`config.mk`:
```
export PLATFORM = sky130hd
export DESIGN_NAME = decoder_stream
export DESIGN_NICKNAME = d
export VERILOG_FILES = /design/src/rtl/decoder_stream.sv
export SDC_FILE = /design/constraint.sdc
export NUM_CORES = 1
export LEC_CHECK = 0
export BUFFER_PORTS_ARGS = -buffer_cell sky130_fd_sc_hd__buf_2
export CAP_MARGIN = 20
export CORE_MARGIN = 2
export CORE_UTILIZATION = 50
export CTS_CLUSTER_DIAMETER = 50
export DETAILED_ROUTE_END_ITERATION = 16
export GPL_TIMING_DRIVEN = 0
export HOLD_SLACK_MARGIN = 0.12
export PLACE_DENSITY = 0.88
export SLEW_MARGIN = 15
export SYNTH_ARGS = -nofsm -noshare
export SYNTH_HDL_FRONTEND = slang
export SYNTH_SLANG_ARGS = --single-unit
```
`constraint.sdc`:
```
create_clock -name clk -period 3.25 [get_ports clk]
set_input_delay 0.1625 -clock clk [delete_from_list [all_inputs] [get_ports clk]]
set_output_delay 0.1625 -clock clk [all_outputs]
set_load 0.05 [all_outputs]
```
`src/rtl/decoder_stream.sv`:
```
// decoder_stream: streaming instruction decoder for a tiny-gpu core.
// Raw instructions arrive on a valid/ready stream from the fetcher. Decoded
// bundles leave on a valid/ready stream towards the issue/execute units.
// A two-deep buffer (output register O plus skid register S) keeps in_ready
// purely registered, so it has no combinational path from out_ready.
// Optional build macro: DECODER_STATS_EN adds saturating handshake counters
// (stat_decoded, stat_illegal). Without it those ports and their logic are absent.
//
// Handshake semantics (both sides): a transfer happens on a rising clk edge
// where valid && ready are both high. A producer holding valid must keep its
// payload stable until the transfer. in_ready depends only on skid occupancy,
// so the fetcher can rely on it without seeing out_ready.
//
// Parameter legality: INSTR_BITS == 4 + 3*REG_ADDR_BITS, REG_ADDR_BITS >= 3,
// IMM_BITS <= 2*REG_ADDR_BITS.
module decoder_stream #(
  parameter int INSTR_BITS    = 16,
  parameter int REG_ADDR_BITS = 4,
  parameter int IMM_BITS      = 8
) (
  input  logic                     clk,
  input  logic                     reset,
  input  logic                     flush,
  input  logic                     in_valid,
  output logic                     in_ready,
  input  logic [INSTR_BITS-1:0]    instruction,
  output logic                     out_valid,
  input  logic                     out_ready,
  output logic [REG_ADDR_BITS-1:0] decoded_rd_address,
  output logic [REG_ADDR_BITS-1:0] decoded_rs_address,
  output logic [REG_ADDR_BITS-1:0] decoded_rt_address,
  output logic [2:0]               decoded_nzp,
  output logic [IMM_BITS-1:0]      decoded_immediate,
  output logic                     decoded_reg_write_enable,
  output logic                     decoded_mem_read_enable,
  output logic                     decoded_mem_write_enable,
  output logic                     decoded_nzp_write_enable,
  output logic [1:0]               decoded_reg_input_mux,
  output logic [2:0]               decoded_alu_arithmetic_mux,
  output logic                     decoded_alu_output_mux,
  output logic                     decoded_pc_mux,
  output logic                     decoded_ret,
  output logic                     decoded_illegal
`ifdef DECODER_STATS_EN
  ,
  output logic [31:0]              stat_decoded,
  output logic [15:0]              stat_illegal
`endif
);

  // Opcode encoding carried in the top four instruction bits.
  typedef enum logic [3:0] {
    OP_NOP   = 4'h0,
    OP_BRNZP = 4'h1,
    OP_CMP   = 4'h2,
    OP_ADD   = 4'h3,
    OP_SUB   = 4'h4,
    OP_MUL   = 4'h5,
    OP_DIV   = 4'h6,
    OP_LDR   = 4'h7,
    OP_STR   = 4'h8,
    OP_CONST = 4'h9,
    OP_AND   = 4'hA,
    OP_OR    = 4'hB,
    OP_XOR   = 4'hC,
    OP_SHL   = 4'hD,
    OP_ILL   = 4'hE,
    OP_RET   = 4'hF
  } opcode_t;

  // Register write source selections.
  localparam logic [1:0] MUX_ALU = 2'b00;
  localparam logic [1:0] MUX_MEM = 2'b01;
  localparam logic [1:0] MUX_IMM = 2'b10;

  // One complete decoded bundle, as held in O and S.
  typedef struct packed {
    logic [REG_ADDR_BITS-1:0] rd;
    logic [REG_ADDR_BITS-1:0] rs;
    logic [REG_ADDR_BITS-1:0] rt;
    logic [2:0]               nzp;
    logic [IMM_BITS-1:0]      imm;
    logic                     reg_we;
    logic                     mem_re;
    logic                     mem_we;
    logic                     nzp_we;
    logic [1:0]               reg_mux;
    logic [2:0]               arith;
    logic                     alu_out;
    logic                     pc_mux;
    logic                     ret;
    logic                     illegal;
  } bundle_t;

  opcode_t w_opcode;
  bundle_t w_dec;
  logic    w_accept;
  logic    w_o_free;
  logic    w_handshake;

  bundle_t r_o;
  bundle_t r_s;
  logic    r_o_valid;
  logic    r_s_valid;

  assign w_opcode = opcode_t'(instruction[INSTR_BITS-1 -: 4]);

  // Combinational decode of the incoming instruction; fields are always sliced.
  always_comb begin
    w_dec         = '0;
    w_dec.rd      = instruction[INSTR_BITS-5 -: REG_ADDR_BITS];
    w_dec.rs      = instruction[INSTR_BITS-5-REG_ADDR_BITS -: REG_ADDR_BITS];
    w_dec.rt      = instruction[REG_ADDR_BITS-1:0];
    w_dec.nzp     = instruction[INSTR_BITS-5 -: 3];
    w_dec.imm     = instruction[IMM_BITS-1:0];
    case (w_opcode)
      OP_NOP: ;
      OP_BRNZP: w_dec.pc_mux = 1'b1;
      OP_CMP: begin
        w_dec.alu_out = 1'b1;
        w_dec.nzp_we  = 1'b1;
      end
      OP_ADD, OP_SUB, OP_MUL, OP_DIV,
      OP_AND, OP_OR, OP_XOR, OP_SHL: begin
        w_dec.reg_we  = 1'b1;
        w_dec.reg_mux = MUX_ALU;
        // The low three opcode bits, rebased, give the ALU operation.
        w_dec.arith   = 3'(w_opcode - OP_ADD);
        if (w_opcode >= OP_AND) w_dec.arith = 3'(w_opcode - OP_AND) | 3'b100;
      end
      OP_LDR: begin
        w_dec.reg_we  = 1'b1;
        w_dec.mem_re  = 1'b1;
        w_dec.reg_mux = MUX_MEM;
      end
      OP_STR: w_dec.mem_we = 1'b1;
      OP_CONST: begin
        w_dec.reg_we  = 1'b1;
        w_dec.reg_mux = MUX_IMM;
      end
      OP_RET: w_dec.ret = 1'b1;
      default: w_dec.illegal = 1'b1;
    endcase
  end

  // Transfer qualifiers: accept depends only on skid occupancy.
  always_comb begin
    w_accept    = in_valid && !r_s_valid;
    w_o_free    = !r_o_valid || out_ready;
    w_handshake = r_o_valid && out_ready;
  end

  // Occupancy of O and S; flush wins over any same-cycle accept.
  always_ff @(posedge clk or posedge reset) begin
    if (reset) begin
      r_o_valid <= 1'b0;
      r_s_valid <= 1'b0;
    end else if (flush) begin
      r_o_valid <= 1'b0;
      r_s_valid <= 1'b0;
    end else if (w_o_free) begin
      if (r_s_valid) begin
        r_o_valid <= 1'b1;
        r_s_valid <= 1'b0;
      end else begin
        r_o_valid <= w_accept;
      end
    end else if (w_accept) begin
      r_s_valid <= 1'b1;
    end
  end

  // Bundle payloads: O refills from S first, else from the input; S catches
  // an accept while O is stalled.
  always_ff @(posedge clk or posedge reset) begin
    if (reset) begin
      r_o <= '0;
      r_s <= '0;
    end else if (!flush) begin
      if (w_o_free) begin
        if (r_s_valid) r_o <= r_s;
        else if (w_accept) r_o <= w_dec;
      end else if (w_accept) begin
        r_s <= w_dec;
      end
    end
  end

  assign in_ready                   = !r_s_valid;
  assign out_valid                  = r_o_valid;
  assign decoded_rd_address         = r_o.rd;
  assign decoded_rs_address         = r_o.rs;
  assign decoded_rt_address         = r_o.rt;
  assign decoded_nzp                = r_o.nzp;
  assign decoded_immediate          = r_o.imm;
  assign decoded_reg_write_enable   = r_o.reg_we;
  assign decoded_mem_read_enable    = r_o.mem_re;
  assign decoded_mem_write_enable   = r_o.mem_we;
  assign decoded_nzp_write_enable   = r_o.nzp_we;
  assign decoded_reg_input_mux      = r_o.reg_mux;
  assign decoded_alu_arithmetic_mux = r_o.arith;
  assign decoded_alu_output_mux     = r_o.alu_out;
  assign decoded_pc_mux             = r_o.pc_mux;
  assign decoded_ret                = r_o.ret;
  assign decoded_illegal            = r_o.illegal;

`ifdef DECODER_STATS_EN
  logic [31:0] r_stat_decoded;
  logic [15:0] r_stat_illegal;

  // Saturating output-handshake counters; only reset clears them.
  always_ff @(posedge clk or posedge reset) begin
    if (reset) begin
      r_stat_decoded <= '0;
      r_stat_illegal <= '0;
    end else if (w_handshake) begin
      if (r_stat_decoded != '1) r_stat_decoded <= r_stat_decoded + 32'd1;
      if (r_o.illegal && (r_stat_illegal != '1)) r_stat_illegal <= r_stat_illegal + 16'd1;
    end
  end

  assign stat_decoded = r_stat_decoded;
  assign stat_illegal = r_stat_illegal;
`else
  // Handshake qualifier only feeds the statistics counters.
  logic w_unused_handshake;
  assign w_unused_handshake = w_handshake;
`endif

endmodule

```
### After elaboration in Yosys (flattened, before gate mapping)

Index checks and enable logic that the tools add are counted.

* bits in registers: 73
* bits of input ports: 21
* output and inout bits: 38
* word-level logic and storage cells: 81

* add/sub/neg operators: 2
* order comparisons: 1
* eq/ne operators: 14
* mux-type cells: 18
* bitwise operators: 2
* reductions and logical operators: 13

Operators by type and width (number)
* $mux 36: 2
* $eq 4x4->1 const B: 7
* $eq 4x3->1 const B: 4
* $reduce_or 15->1: 1
* $mux 1: 13
* $reduce_or 10->1: 1
* $eq 4x2->1 const B: 2
* $reduce_or 8->1: 1
* $mux 3: 2
* $reduce_and 3->1: 2
* $eq 4x1->1 const B: 1
* $ge 4x4->1 const B: 1
* $logic_not 4->1: 1
* $pmux 2 s2: 1
* $reduce_bool 2->1: 2
* $reduce_bool 3->1: 1
* $sub 3x2->3 const B: 1
* $logic_not 1->1: 2
* $not 1->1: 2
* $sub 2x2->2 const B: 1
* $logic_and 1x1->1: 1
* $logic_or 1x1->1: 1

### Depth between registers and ports, before layout

* depth after elaboration: 5
* depth in mapped cells: 7
* mapped depth without buffers: 6

### Least setup slack after synthesis

OpenSTA, ideal clock, no wires.

* path type: flip-flop to flip-flop
* start point: register r_s_valid
* end point: register r_s[1] in the netlist's numbering
* setup time: 0.125 ns
* data arrival time: 1.772 ns
* data required time: 3.125 ns
* path slack: 1.353 ns
* cell stages (with the launch flop): 6
* path buffers: 2
* clock period less this slack: 1.897 ns
* cells stage by stage: dfrtp_1 -> buf_4 -> clkinv_1 -> nand4_1 -> buf_2 -> mux2_2

* cells in the longest elaborated chain, start to end: 3

Ends and longest elaborated chain
* start: declaration: RTL line 104 `logic r_s_valid;`
* start signal: assignment: RTL line 157 `r_s_valid <= 1'b0;`
* start signal: assignment: RTL line 160 `r_s_valid <= 1'b0;`
* start signal: assignment: RTL line 164 `r_s_valid <= 1'b0;`
* $logic_not 1->1
* net in_ready: RTL line 25 `output logic in_ready,`
* $logic_and 1x1->1: RTL line 148 `w_accept = in_valid && !r_s_valid;`
* $reduce_and 3->1 (no source line)
* end signal: assignment: RTL line 184 `r_s <= w_dec;`
* end: declaration: RTL line 102 `bundle_t r_s;`

The timed path passes the listed nets, and every way through them passes these cells.
A chain may end at the register's enable or synchronous reset.

### Worst setup path in the final report

* start point: input flush
* end point: register r_o, in the netlist decoded_alu_arithmetic_mux[2]

* cells in the longest elaborated chain, start to end: 2

Ends and longest elaborated chain
* start: declaration: RTL line 23 `input logic flush,`
* $not 1->1 (no source line)
* $reduce_and 3->1 (no source line)
* end signal: assignment: RTL line 181 `if (r_s_valid) r_o <= r_s;`
* end signal: assignment: RTL line 182 `else if (w_accept) r_o <= w_dec;`
* end: declaration: RTL line 101 `bundle_t r_o;`

No other way between the ends.

==> results.cfg <==
[critical_path]
path_max_fanout = 10
worstPathCellList = dlygate4sd3_1 -> buf_2 -> nor3_2 -> o211ai_1 -> o21ai_0
slowest_stage = nor3_2
critPathRequiredTime_ps = 3460
path_class = primary input to register
worst_ep_arrival_time_ps = 1950
r2r-end = r_s[32]$_DFFE_PP0P_
crit_buf_inv = 2
worstReg2RegStart = r_s_valid$_DFFE_PP0P_
critical-path-max-stage-delay_ps = 620
critical_path.startpoint = flush
start_kind = primary input
r2r_cells = 5
cp-end-kind = register
path_delay_family = buffers and inverters
rrSetupSlack_ps = 1510

[cts]
cts_buffers = 5
root_buffer = clkbuf_8
clk_pin_slew_ps = 90
cts_resized = 0
clk_latency_ps = 300
post_cts_buffers = 0
htreeDepth = 2
cts_sinks = 48
cts_hold_buf = 14
cts_tree = done
clockBufferDepth = 2

[timing]
grt_setup_unrepaired = false
finalSetupViolCount = 0
skew_ps = 10.7
fin_setup_tns_ps = 0
setup_slack_ps = 1510
hold_violations = 0
timing.final.crit_share_pct = 53.6
max_slew_margin_pct = 51.8
slew_viol_final = 0
max_freq_mhz = 574
worstMarginPinSlew_ps = 720
fin_crit_ps = 1740

[detailed_routing]
vias_per_cell = 5.34
wire_per_inst_um = 14.7
vias = 1892
wl_um = 5200
antenna_left = 0
drt_first_pass_iters = 4
drc = 0
drt_iter0_markers = 116

[hold_path]
hold_path.class = primary input to register
hold_end = r_s_valid$_DFFE_PP0P_
hp-start = out_ready
min_path_cells = 3

[synthesis]
synth_fp_nets = 248
ys_ff_latch = 48
synth_cell_types = 38
synth_ff_type = dfrtp_1
synth.top_cell.area_share_pct = 51.1
synth.area.top_cells = dfrtp_1 51%, mux2_2 6.7%, o21ai_0 6.0%, mux2i_1 5.5%, nand2_1 5.3%
synth_area_mm2 = 0.00235
yosys_warnings = 0
async_flop_share_pct = 100
synth-seq-area-share_pct = 51.1
yosysTopAreaCell = dfrtp_1
synth_edf_count = 0
syn-instance-count = 222
synth.avg_cell_area_um2 = 10.6

[grt]
antenna_found_initial = 0
grt_use_total_pct = 20.7
grt-ovfl-total = 0
grt_pass1_vias = 1826
grt_max_degree = 31
grt_first_pass_wirelength_um = 8470

[floorplan]
io_pins = 59
die_w_um = 72.6
floorplan.rows = 24
dieArea_mm2 = 0.00527
core_mm2 = 0.00444
start_util_pct = 52.9
die_h_um = 72.6

[pwr]
p_per_area_mw_per_mm2 = 565
ir_worst_vdd_v = 0.000194
leakage_nw = 1.44

[status]
status = finished clean

[placement]
dpl_worst_slack_ps = 1530
post-place-cells = 333
port_buffers = 58
gp_congestion = 0.851
dp_hpwl_um = 3600

[cells_and_area]
drive_above_1_share_pct = 35.4
multi_input_area_um2 = 963
nets = 328
layout_commonest_cell = buf_2
fin_cells = 354
final_cell_mix = 66 x buf_2, 48 x dfrtp_1, 33 x nand2_1, 28 x o21ai_0
fillers = 329
regArea_mm2 = 0.00120
n_antenna_cell = 0
area_delta_synth_final_pct = 25.8

[job]
max_cap_viol_count = 0
[area by class of cell]
| cell class | count | area share, % |
|---|---|---|
| Buffer | 25 | 5.54 |
| Clock buffer | 6 | 2.79 |
| Clock inverter | 1 | 0.296 |
| Inverter | 6 | 0.761 |
| Multi-Input combinational cell | 143 | 32.6 |
| Sequential cell | 48 | 40.6 |
| Tap cell | 52 | 2.20 |
| Timing Repair Buffer | 73 | 15.2 |
[logic make-up (layout without fill, tap and decap cells)]
group,Yosys count,count (layout),share of synthesized area [%]
flops,48,48,51.1
mux,27,27,12.2
xor+xnor,1,1,0.373
fa+ha+maj,5,5,2.66
compound gates,54,54,14.1
simple gates,56,56,11.7
buf+inv,31,111,7.93
[metal layers]
layer / vias up / GRT usage, % / wire length, um
li1: 917 / - / -
met1: 908 / 27.1 / 2250
met2: 55 / 34.2 / 2660
met3: 12 / 4.42 / 190
met4: 0 / 7.41 / 99
met5: - / 0 / 0
[sequential cells by signal, summed over array words and instances (netlist names), 3 cells and up]
signal and flops:
r_s 23, decoded_rd_address 4, decoded_rs_address 4, decoded_alu_arithmetic_mux 3
decoded_rt_address 3
[through the flow]
stage | hold slack [ps] | util [%] | total power, mW | instance area, um2
2_1_floorplan | 226 | - | 1.18 | 2350
3_3_place_gp | 395 | 60.9 | 1.28 | 2710
3_5_place_dp | 182 | 61.3 | 1.31 | 2730
4_1_cts | 125 | 66.6 | 1.68 | 2960
5_1_grt | 154 | 66.6 | 1.75 | 2960
6_report | 131 | 66.6 | 1.67 | 2960
[power breakdown]
group          leakage (nW)  switching (mW)  internal (mW)
registers             0.612          0.0589          0.696
clock network        0.0473           0.190          0.170
logic                 0.778           0.378          0.180
[synthesized netlist by cell type, drive strengths merged (2+ instances only)]
| cell type | instances |
|---|---|
| dfrtp | 48 |
| nand2 | 33 |
| o21ai | 29 |
| buf | 23 |
| mux2 | 14 |
| mux2i | 13 |
| ha | 5 |
| inv | 5 |
| o211ai | 5 |
| nor2 | 4 |
| nor3 | 4 |
| o21a | 4 |
| o31ai | 4 |
| a21oi | 3 |
| a22oi | 3 |
| nand2b | 3 |
| nand3b | 3 |
| a22o | 2 |
| clkbuf | 2 |
| nor2b | 2 |
[worst reg2reg max path, stage by stage, from the launching register on]
cell and delay (ps):
dfrtp_1 330, buf_4 160, clkinv_1 200, nand4_1 260
buf_2 310, mux2_2 370
[worst max path at each step]
stage,endpoint,slack (ps),cells past startpoint
after floorplan,r_s[1]$_DFFE_PP0P_,1350,5
after global placement,r_s[28]$_DFFE_PP0P_,1380,2
after detailed placement,r_s[29]$_DFFE_PP0P_,1530,5
after CTS,r_s[29]$_DFFE_PP0P_,1510,5
after global routing,decoded_alu_arithmetic_mux[2]$_DFFE_PP0P_,1350,5
final,decoded_alu_arithmetic_mux[2]$_DFFE_PP0P_,1510,5
No activity file was read; power rests on OpenSTA's default activity.
